**src/rtl/fir_tap_sequencer_if.sv**
```systemverilog
// rtl/fir_tap_sequencer_if.sv - sample, RAM, coefficient and output bundle for fir_tap_sequencer
interface fir_tap_sequencer_if;
   // input sample stream
   logic               x_avail;
   logic signed [17:0] x_real;
   logic signed [17:0] x_imag;

   // sample RAM write port
   logic [35:0]        ram_data;
   logic [7:0]         ram_wraddress;
   logic               ram_wren;

   // sample RAM read port
   logic [7:0]         ram_rdaddress;
   logic [35:0]        ram_q;

   // coefficient ROM
   logic [7:0]         coef_addr;
   logic signed [17:0] coef;

   // filtered output and status
   logic signed [23:0] y_real;
   logic signed [23:0] y_imag;
   logic               y_avail;
   logic               busy;
   logic               overrun;

   modport master (
      input  x_avail, x_real, x_imag, ram_q, coef,
      output ram_data, ram_wraddress, ram_wren, ram_rdaddress, coef_addr,
             y_real, y_imag, y_avail, busy, overrun
   );

   modport slave (
      output x_avail, x_real, x_imag, ram_q, coef,
      input  ram_data, ram_wraddress, ram_wren, ram_rdaddress, coef_addr,
             y_real, y_imag, y_avail, busy, overrun
   );
endinterface

```
**src/rtl/fir_tap_sequencer.sv**
```systemverilog
// rtl/fir_tap_sequencer.sv - circular sample-history writer and decimating tap-sweep MAC controller
// Optional feature macro: FIR_SAT_EN (clamp y on accumulator overflow instead of wrapping)
module fir_tap_sequencer #(
   parameter int TAPS  = 256,
   parameter int DECIM = 8
) (
   input  logic                 clock,
   input  logic                 reset_n,
   fir_tap_sequencer_if.master  bus
);

   localparam logic [7:0] K_LAST    = 8'(TAPS - 1);
   localparam logic [7:0] DCNT_LAST = 8'(DECIM - 1);

   typedef enum logic [1:0] {
      S_IDLE  = 2'd0,
      S_RUN   = 2'd1,
      S_DRAIN = 2'd2,
      S_DONE  = 2'd3
   } state_t;

   state_t state;
   state_t state_nxt;

   // write side
   logic [7:0]         wptr;
   logic [7:0]         dcnt;
   logic [35:0]        wr_data;
   logic [7:0]         wr_addr;
   logic               wr_en;
   logic               trig;

   // sweep side
   logic [7:0]         rd_addr;
   logic [7:0]         k;
   logic               drain_cnt;
   logic               overrun;

   // decoded FSM controls
   logic               start_run;
   logic               drop_run;
   logic               tap_v;
   logic               tap_first;
   logic               load_y;
   logic               busy;
   logic               y_avail;

   // MAC pipeline
   logic               q_v;
   logic               q_first;
   logic               p_v;
   logic               p_first;
   logic signed [35:0] prod_r;
   logic signed [35:0] prod_i;
   logic signed [43:0] acc_r;
   logic signed [43:0] acc_i;
   logic signed [43:0] acc_r_nxt;
   logic signed [43:0] acc_i_nxt;
   logic signed [23:0] y_r;
   logic signed [23:0] y_i;
   logic signed [23:0] y_r_nxt;
   logic signed [23:0] y_i_nxt;
   logic               unused_acc;

   // Sample write path: register one RAM write per x_avail, advance the
   // circular write pointer and count toward the next decimated output.
   always_ff @(posedge clock or negedge reset_n) begin
      if (!reset_n) begin
         wr_en   <= 1'b0;
         wr_data <= '0;
         wr_addr <= '0;
         wptr    <= '0;
         dcnt    <= '0;
         trig    <= 1'b0;
      end else begin
         wr_en <= bus.x_avail;
         trig  <= bus.x_avail && (dcnt == DCNT_LAST);
         if (bus.x_avail) begin
            wr_data <= {bus.x_real, bus.x_imag};
            wr_addr <= wptr;
            wptr    <= wptr + 8'd1;
            dcnt    <= (dcnt == DCNT_LAST) ? 8'd0 : dcnt + 8'd1;
         end
      end
   end

   // FSM state register.
   always_ff @(posedge clock or negedge reset_n) begin
      if (!reset_n) begin
         state <= S_IDLE;
      end else begin
         state <= state_nxt;
      end
   end

   // FSM next state and decoded controls; a trigger seen in any non-idle
   // state (including the DONE cycle) is dropped rather than queued.
   always_comb begin
      state_nxt = state;
      start_run = 1'b0;
      drop_run  = 1'b0;
      tap_v     = 1'b0;
      tap_first = 1'b0;
      load_y    = 1'b0;
      busy      = 1'b1;
      y_avail   = 1'b0;
      case (state)
         S_IDLE: begin
            busy = 1'b0;
            if (trig) begin
               start_run = 1'b1;
               state_nxt = S_RUN;
            end
         end
         S_RUN: begin
            drop_run  = trig;
            tap_v     = 1'b1;
            tap_first = (k == 8'd0);
            if (k == K_LAST) begin
               state_nxt = S_DRAIN;
            end
         end
         S_DRAIN: begin
            drop_run = trig;
            if (drain_cnt) begin
               load_y    = 1'b1;
               state_nxt = S_DONE;
            end
         end
         S_DONE: begin
            drop_run  = trig;
            y_avail   = 1'b1;
            state_nxt = S_IDLE;
         end
         default: begin
            state_nxt = S_IDLE;
         end
      endcase
   end

   // Tap sweep: newest sample first (base, base-1, ...) paired with k = 0, 1, ...
   // plus the two-cycle drain timer and the sticky overrun flag.
   always_ff @(posedge clock or negedge reset_n) begin
      if (!reset_n) begin
         rd_addr   <= '0;
         k         <= '0;
         drain_cnt <= 1'b0;
         overrun   <= 1'b0;
      end else begin
         if (start_run) begin
            rd_addr <= wr_addr;
            k       <= 8'd0;
         end else if (tap_v && (k != K_LAST)) begin
            rd_addr <= rd_addr - 8'd1;
            k       <= k + 8'd1;
         end
         drain_cnt <= (state == S_DRAIN) ? ~drain_cnt : 1'b0;
         if (drop_run) begin
            overrun <= 1'b1;
         end
      end
   end

   // MAC stage 1: tag RAM/ROM read data one cycle after the address and
   // register the real-by-complex products.
   always_ff @(posedge clock or negedge reset_n) begin
      if (!reset_n) begin
         q_v     <= 1'b0;
         q_first <= 1'b0;
         p_v     <= 1'b0;
         p_first <= 1'b0;
         prod_r  <= '0;
         prod_i  <= '0;
      end else begin
         q_v     <= tap_v;
         q_first <= tap_first;
         p_v     <= q_v;
         p_first <= q_first;
         if (q_v) begin
            prod_r <= $signed(bus.ram_q[35:18]) * $signed(bus.coef);
            prod_i <= $signed(bus.ram_q[17:0]) * $signed(bus.coef);
         end
      end
   end

   // Accumulator next value: the first tap of a run reloads instead of adding.
   always_comb begin
      acc_r_nxt = {{8{prod_r[35]}}, prod_r};
      acc_i_nxt = {{8{prod_i[35]}}, prod_i};
      if (!p_first) begin
         acc_r_nxt = acc_r + {{8{prod_r[35]}}, prod_r};
         acc_i_nxt = acc_i + {{8{prod_i[35]}}, prod_i};
      end
   end

   // MAC stage 2: accumulate every valid product.
   always_ff @(posedge clock or negedge reset_n) begin
      if (!reset_n) begin
         acc_r <= '0;
         acc_i <= '0;
      end else if (p_v) begin
         acc_r <= acc_r_nxt;
         acc_i <= acc_i_nxt;
      end
   end

   // Output slice taken from the final accumulate so y appears in the DONE cycle.
   always_comb begin
      y_r_nxt = acc_r_nxt[41:18];
      y_i_nxt = acc_i_nxt[41:18];
`ifdef FIR_SAT_EN
      if (acc_r_nxt[43:41] != {3{acc_r_nxt[43]}}) begin
         y_r_nxt = acc_r_nxt[43] ? 24'h800000 : 24'h7FFFFF;
      end
      if (acc_i_nxt[43:41] != {3{acc_i_nxt[43]}}) begin
         y_i_nxt = acc_i_nxt[43] ? 24'h800000 : 24'h7FFFFF;
      end
`else
      y_r_nxt = acc_r_nxt[41:18];
      y_i_nxt = acc_i_nxt[41:18];
`endif
   end

   assign unused_acc = ^{acc_r_nxt, acc_i_nxt};

   // Output registers: y holds until the next completed run.
   always_ff @(posedge clock or negedge reset_n) begin
      if (!reset_n) begin
         y_r <= '0;
         y_i <= '0;
      end else if (load_y) begin
         y_r <= y_r_nxt;
         y_i <= y_i_nxt;
      end
   end

   assign bus.ram_data      = wr_data;
   assign bus.ram_wraddress = wr_addr;
   assign bus.ram_wren      = wr_en;
   assign bus.ram_rdaddress = rd_addr;
   assign bus.coef_addr     = k;
   assign bus.y_real        = y_r;
   assign bus.y_imag        = y_i;
   assign bus.y_avail       = y_avail;
   assign bus.busy          = busy;
   assign bus.overrun       = overrun;

endmodule
```
**src/flat_wrapper.sv**
```systemverilog
// flat-port wrapper written by rule: the top's interface ports become plain ports
module fir_tap_sequencer_flat 
#(
   parameter int TAPS  = 256,
   parameter int DECIM = 8
)
  (clock, reset_n, bus_x_avail, bus_x_real, bus_x_imag, bus_ram_q, bus_coef, bus_ram_data, bus_ram_wraddress, bus_ram_wren, bus_ram_rdaddress, bus_coef_addr, bus_y_real, bus_y_imag, bus_y_avail, bus_busy, bus_overrun);
  fir_tap_sequencer_if bus_i ();
  input  logic clock;
  input  logic reset_n;
  input wire logic [$bits(bus_i.x_avail)-1:0] bus_x_avail;
  input wire logic [$bits(bus_i.x_real)-1:0] bus_x_real;
  input wire logic [$bits(bus_i.x_imag)-1:0] bus_x_imag;
  input wire logic [$bits(bus_i.ram_q)-1:0] bus_ram_q;
  input wire logic [$bits(bus_i.coef)-1:0] bus_coef;
  output wire logic [$bits(bus_i.ram_data)-1:0] bus_ram_data;
  output wire logic [$bits(bus_i.ram_wraddress)-1:0] bus_ram_wraddress;
  output wire logic [$bits(bus_i.ram_wren)-1:0] bus_ram_wren;
  output wire logic [$bits(bus_i.ram_rdaddress)-1:0] bus_ram_rdaddress;
  output wire logic [$bits(bus_i.coef_addr)-1:0] bus_coef_addr;
  output wire logic [$bits(bus_i.y_real)-1:0] bus_y_real;
  output wire logic [$bits(bus_i.y_imag)-1:0] bus_y_imag;
  output wire logic [$bits(bus_i.y_avail)-1:0] bus_y_avail;
  output wire logic [$bits(bus_i.busy)-1:0] bus_busy;
  output wire logic [$bits(bus_i.overrun)-1:0] bus_overrun;
  assign bus_i.x_avail = bus_x_avail;
  assign bus_i.x_real = bus_x_real;
  assign bus_i.x_imag = bus_x_imag;
  assign bus_i.ram_q = bus_ram_q;
  assign bus_i.coef = bus_coef;
  assign bus_ram_data = bus_i.ram_data;
  assign bus_ram_wraddress = bus_i.ram_wraddress;
  assign bus_ram_wren = bus_i.ram_wren;
  assign bus_ram_rdaddress = bus_i.ram_rdaddress;
  assign bus_coef_addr = bus_i.coef_addr;
  assign bus_y_real = bus_i.y_real;
  assign bus_y_imag = bus_i.y_imag;
  assign bus_y_avail = bus_i.y_avail;
  assign bus_busy = bus_i.busy;
  assign bus_overrun = bus_i.overrun;
  fir_tap_sequencer #(.TAPS(TAPS), .DECIM(DECIM)) u_core (.clock(clock), .reset_n(reset_n), .bus(bus_i));
endmodule
```
**config.mk**
```make
export PLATFORM = sky130hd
export DESIGN_NAME = fir_tap_sequencer_flat
export DESIGN_NICKNAME = d
export VERILOG_FILES = /design/src/rtl/fir_tap_sequencer_if.sv /design/src/rtl/fir_tap_sequencer.sv /design/src/flat_wrapper.sv
export SDC_FILE = /design/constraint.sdc
export NUM_CORES = 2
export LEC_CHECK = 0
export ABC_AREA = 0
export CORE_ASPECT_RATIO = 2
export CORE_MARGIN = 2
export CORE_UTILIZATION = 59
export DETAILED_ROUTE_END_ITERATION = 8
export PLACE_DENSITY = 0.82
export SLEW_MARGIN = 10
export SYNTH_ARGS = -nofsm -noshare
export SYNTH_HDL_FRONTEND = slang
export SYNTH_SLANG_ARGS = --single-unit
export TNS_END_PERCENT = 10
```
**constraint.sdc**
```tcl
create_clock -name clock -period 3.8 [get_ports clock]
set_input_delay 0.38 -clock clock [delete_from_list [all_inputs] [get_ports clock]]
set_output_delay 0.38 -clock clock [all_outputs]
set_load 0.05 [all_outputs]
```
==> summary.md <==
| Metric | Value |
|---|---|
| Critical setup path kind | input port to flip-flop |
| Synthesized instance count | 4251 |
| Headroom to the max-slew limit | 47.0% |
| Maximum level of the CTS H-tree | 1 |
| Final Hold Viols | 0 |
| R2R Setup Slk | 0.27 ns |
| Nets@finish | 5810 |
| Synth Area per Inst | 9.37 µm² |
| Number of register bits inferred by synthesis | 290 |
| Period Utilization, post-route | 165% |
| Post-synth design cell area | 39800 µm² |
| Post-layout utilization of the core | 73.2% |
| Biggest cell delay along the critical path | 0.59 ns |
| Final critical-path required period | 6.29 ns |
| Via count of the first global-routing pass | 36700 |
| Result of the run | finished, violations left |
| DR pass1 iterations | 8 |
| Die X-Extent | 188 µm |
| Worst-Margin Slew | 0.795 ns |
| Synth area leaders | sky130_fd_sc_hd__fa_1 33%, sky130_fd_sc_hd__dfrtp_1 18%, sky130_fd_sc_hd__ha_1 8.7%, sky130_fd_sc_hd__inv_1 7.1%, sky130_fd_sc_hd__and2_1 5.2% |
| Clock tree from TritonCTS | yes |
| Hold Path Cell Cnt | 1 |
| Top Family by Delay on Critical Path | adder cells |
| Start point of the worst hold path | bus_x_avail |
| Worst Hold Endpoint | u_core.bus.ram_wren |
| Remaining design rule violation count | 0 |
| First-iteration detailed-routing DRC count | 2483 |
| Post-detailed-routing wire length | 126 mm |
| Area used by multi-input combinational logic | 30000 µm² |
| Worst hold path class | input port to flip-flop |
| Total Routing Usage GR | 35.9% |
| Startpoint of the most critical register-to-register path | u_core.prod_i[0] |
| Total congestion overflow after global routing | 0 |
| Proportion of layout cells with a drive suffix above 1 | 19.5% |
| Number of top-level pins | 205 |
| TritonCTS Buffers | 28 |
| Y dimension of the die | 371 µm |
| Signal arrival time at the worst endpoint | 6.77 ns |
| Area added between synthesis and finish | 22.7% |
| Critical path capture point type | flip-flop |
| Ratio of routed vias to standard cells | 5.87 |
| Cell taking the most area after synthesis | sky130_fd_sc_hd__fa_1 |
| Timing-limited maximum frequency | 159 MHz |
| Reported max-cap violation count | 0 |
| Fill count | 4525 |
| Share of the yosys chip area belonging to registers | 18.2% |
| Distinct cell type count after synthesis | 82 |
| Share of flip-flops with an asynchronous set or reset after synthesis | 100% |
| Maximum number of pins on one net before global-route repair | 110 |
| Clock transition at path regs | 0.07 ns |
| Final count of pins violating max slew | 0 |
| HPWL reported at the end of detailed placement | 89.0 mm |
| WP buf/inv | 7 |
| Total nets after synthesis | 5282 |
| Ys Warns | 0 |
| Critical Path RT | 4.28 ns |
| Violated checks | setup timing |
| DIE AREA | 69700 µm² |
| First-pass GRT wire length | 192 mm |
| Capture point of the worst reg-to-reg path | u_core.bus.y_imag[12] |
| Area fraction of the dominant cell type after synthesis | 33.2% |
| Buffer depth of the longest clock path | 3 |
| Highest net fanout along the worst path | 25 |
| Gp weighted congestion | 0.990 |
| # rows | 134 |
| Final antenna-violating net count | 0 |
| Final Worst Setup Slack | -2.49 ns |
| Crit path top cell by count | sky130_fd_sc_hd__fa_1 |
| Crit-path slowest cell | sky130_fd_sc_hd__fa_1 |
| DR vias | 33400 |
| Unrepaired setup endpoints after global routing | yes |
| Path depth of the worst reg2reg path | 15 |
| Setup slack at placement | -3.17 ns |
| Largest clock skew in the final design | 0.0261 ns |
| Number of enable flip-flop cells after synthesis | 0 |
| Placeable core region | 66700 µm² |
| Element type at the critical path start | input port |
| Antenna violations before repair | 8 |
| Number of buffer cells added on primary ports | 204 |
| Routed wire length per instance | 22.2 µm |
| Most instantiated flip-flop cell in the synthesis netlist | sky130_fd_sc_hd__dfrtp_1 |
| CTS sink cnt | 290 |
| Initial cell density of the core | 59.7% |
| Clock insertion delay at the later pin of the skew report | 0.61 ns |
| Final Setup Violations | 59 |
| Root buf cell | sky130_fd_sc_hd__clkbuf_16 |
| Area taken by flip-flops and latches | 7270 µm² |
metrics by stage:
| step | hold slack (ns) | area (µm²) | instances | setup TNS [ns] |
|---|---|---|---|---|
| 2_1_floorplan | 0.0844 | 40100 | 4251 | -91.94 |
| 3_3_place_gp | 0.425 | 45800 | 5533 | -139.74 |
| 3_5_place_dp | 0.428 | 45800 | 5533 | -145.51 |
| 4_1_cts | 0.228 | 48400 | 5669 | -80.58 |
| 5_1_grt | 0.287 | 48800 | 5685 | -99.13 |
| 6_report | 0.264 | 48800 | 5686 | -91.98 |
how the worst max path moves through the flow:
stage                              from                 to  slack [ns]  cells after the start
after detailed placement  bus_ram_q[32]  u_core.prod_r[35]       -3.17                     23
final                       bus_coef[2]  u_core.prod_r[34]       -2.49                     26
after global placement    bus_ram_q[33]  u_core.prod_r[35]       -3.07                     23
after CTS                   bus_coef[6]  u_core.prod_r[34]       -2.06                     26
after global routing        bus_coef[2]  u_core.prod_r[34]       -2.58                     26
after floorplan             bus_coef[6]  u_core.prod_r[34]       -2.32                     24
cells in the mapped netlist (26+ instances only):
cell,count
sky130_fd_sc_hd__nor2_1,219
sky130_fd_sc_hd__a21o_1,84
sky130_fd_sc_hd__mux2_2,97
sky130_fd_sc_hd__nand2b_1,27
sky130_fd_sc_hd__dfrtp_1,290
sky130_fd_sc_hd__a21oi_1,219
sky130_fd_sc_hd__nand3_1,38
sky130_fd_sc_hd__xor2_1,46
sky130_fd_sc_hd__and2_1,331
sky130_fd_sc_hd__fa_1,660
sky130_fd_sc_hd__inv_1,753
sky130_fd_sc_hd__o21ai_0,133
sky130_fd_sc_hd__ha_1,278
sky130_fd_sc_hd__o21a_1,29
sky130_fd_sc_hd__nand2_1,461
sky130_fd_sc_hd__xnor2_1,111
sky130_fd_sc_hd__clkbuf_1,160
sky130_fd_sc_hd__a31oi_1,26
flip-flops by register name (all words and copies together) (netlist names), 24 cells and up:
name and count:
u_core.acc_r 42, u_core.bus.ram_data 36, u_core.acc_i 42, u_core.bus.y_imag 24, u_core.prod_i 36, u_core.prod_r 36, u_core.bus.y_real 24
cell usage in the layout (no fill, tap or decap), types with 54 or more instances in the layout:
cell / count
sky130_fd_sc_hd__a21o_1: 84
sky130_fd_sc_hd__a21oi_1: 196
sky130_fd_sc_hd__and2_1: 301
sky130_fd_sc_hd__buf_4: 365
sky130_fd_sc_hd__clkdlybuf4s50_1: 148
sky130_fd_sc_hd__dfrtp_1: 287
sky130_fd_sc_hd__fa_1: 606
sky130_fd_sc_hd__fa_2: 54
sky130_fd_sc_hd__ha_1: 246
sky130_fd_sc_hd__inv_1: 704
sky130_fd_sc_hd__mux2_2: 91
sky130_fd_sc_hd__nand2_1: 449
sky130_fd_sc_hd__nor2_1: 215
sky130_fd_sc_hd__o21ai_0: 110
sky130_fd_sc_hd__xnor2_1: 108
cells by family (layout without fill, tap and decap cells):
kind of cell               after synthesis  count (layout)  synth area share [%]
other                                    0               3                     0
DFF                                    290             290                  18.2
AOI/OAI and AO/OA                      632             632                  10.1
and+or+nand+nor                       1196            1196                  14.5
buffers and inverters                  928            1476                  8.77
muxes                                  109             109                  3.04
adders and majority gates              938             938                  41.9
xor gates and xnor gates               158             158                  3.49
metal layers:
| layer | global-route usage (%) | wire (µm) |
|---|---|---|
| met1 | 35.4 | 39200 |
| met2 | 63.2 | 62600 |
| met3 | 9.27 | 11300 |
| met4 | 29.6 | 12900 |
| met5 | 0 | 53 |
timing repair:
| item | 4_1_cts | 5_1_grt |
|---|---|---|
| setup endpoints to repair | 61 | 80 |
| hold endpoints to repair | 80 | 0 |
| resized for setup | 367 | 168 |
| cloned | 13 | 0 |
| buffers inserted | 75 | 18 |
| hold buffers | 1 | 0 |
| pin swaps | 157 | 95 |
final cells by class:
cell class                 count  area share (%)
antenna                        3          0.0154
clock buffer                  34            1.54
clock inverter                16           0.482
inverter                     754            5.80
multi-input combinational   3033            61.5
sequential                   290            14.9
tap                          884            2.26
timing repair buffer         672            13.5
Power is not shown: default switching activity piles up to over one toggle a cycle in this logic, so the estimate is an artifact.
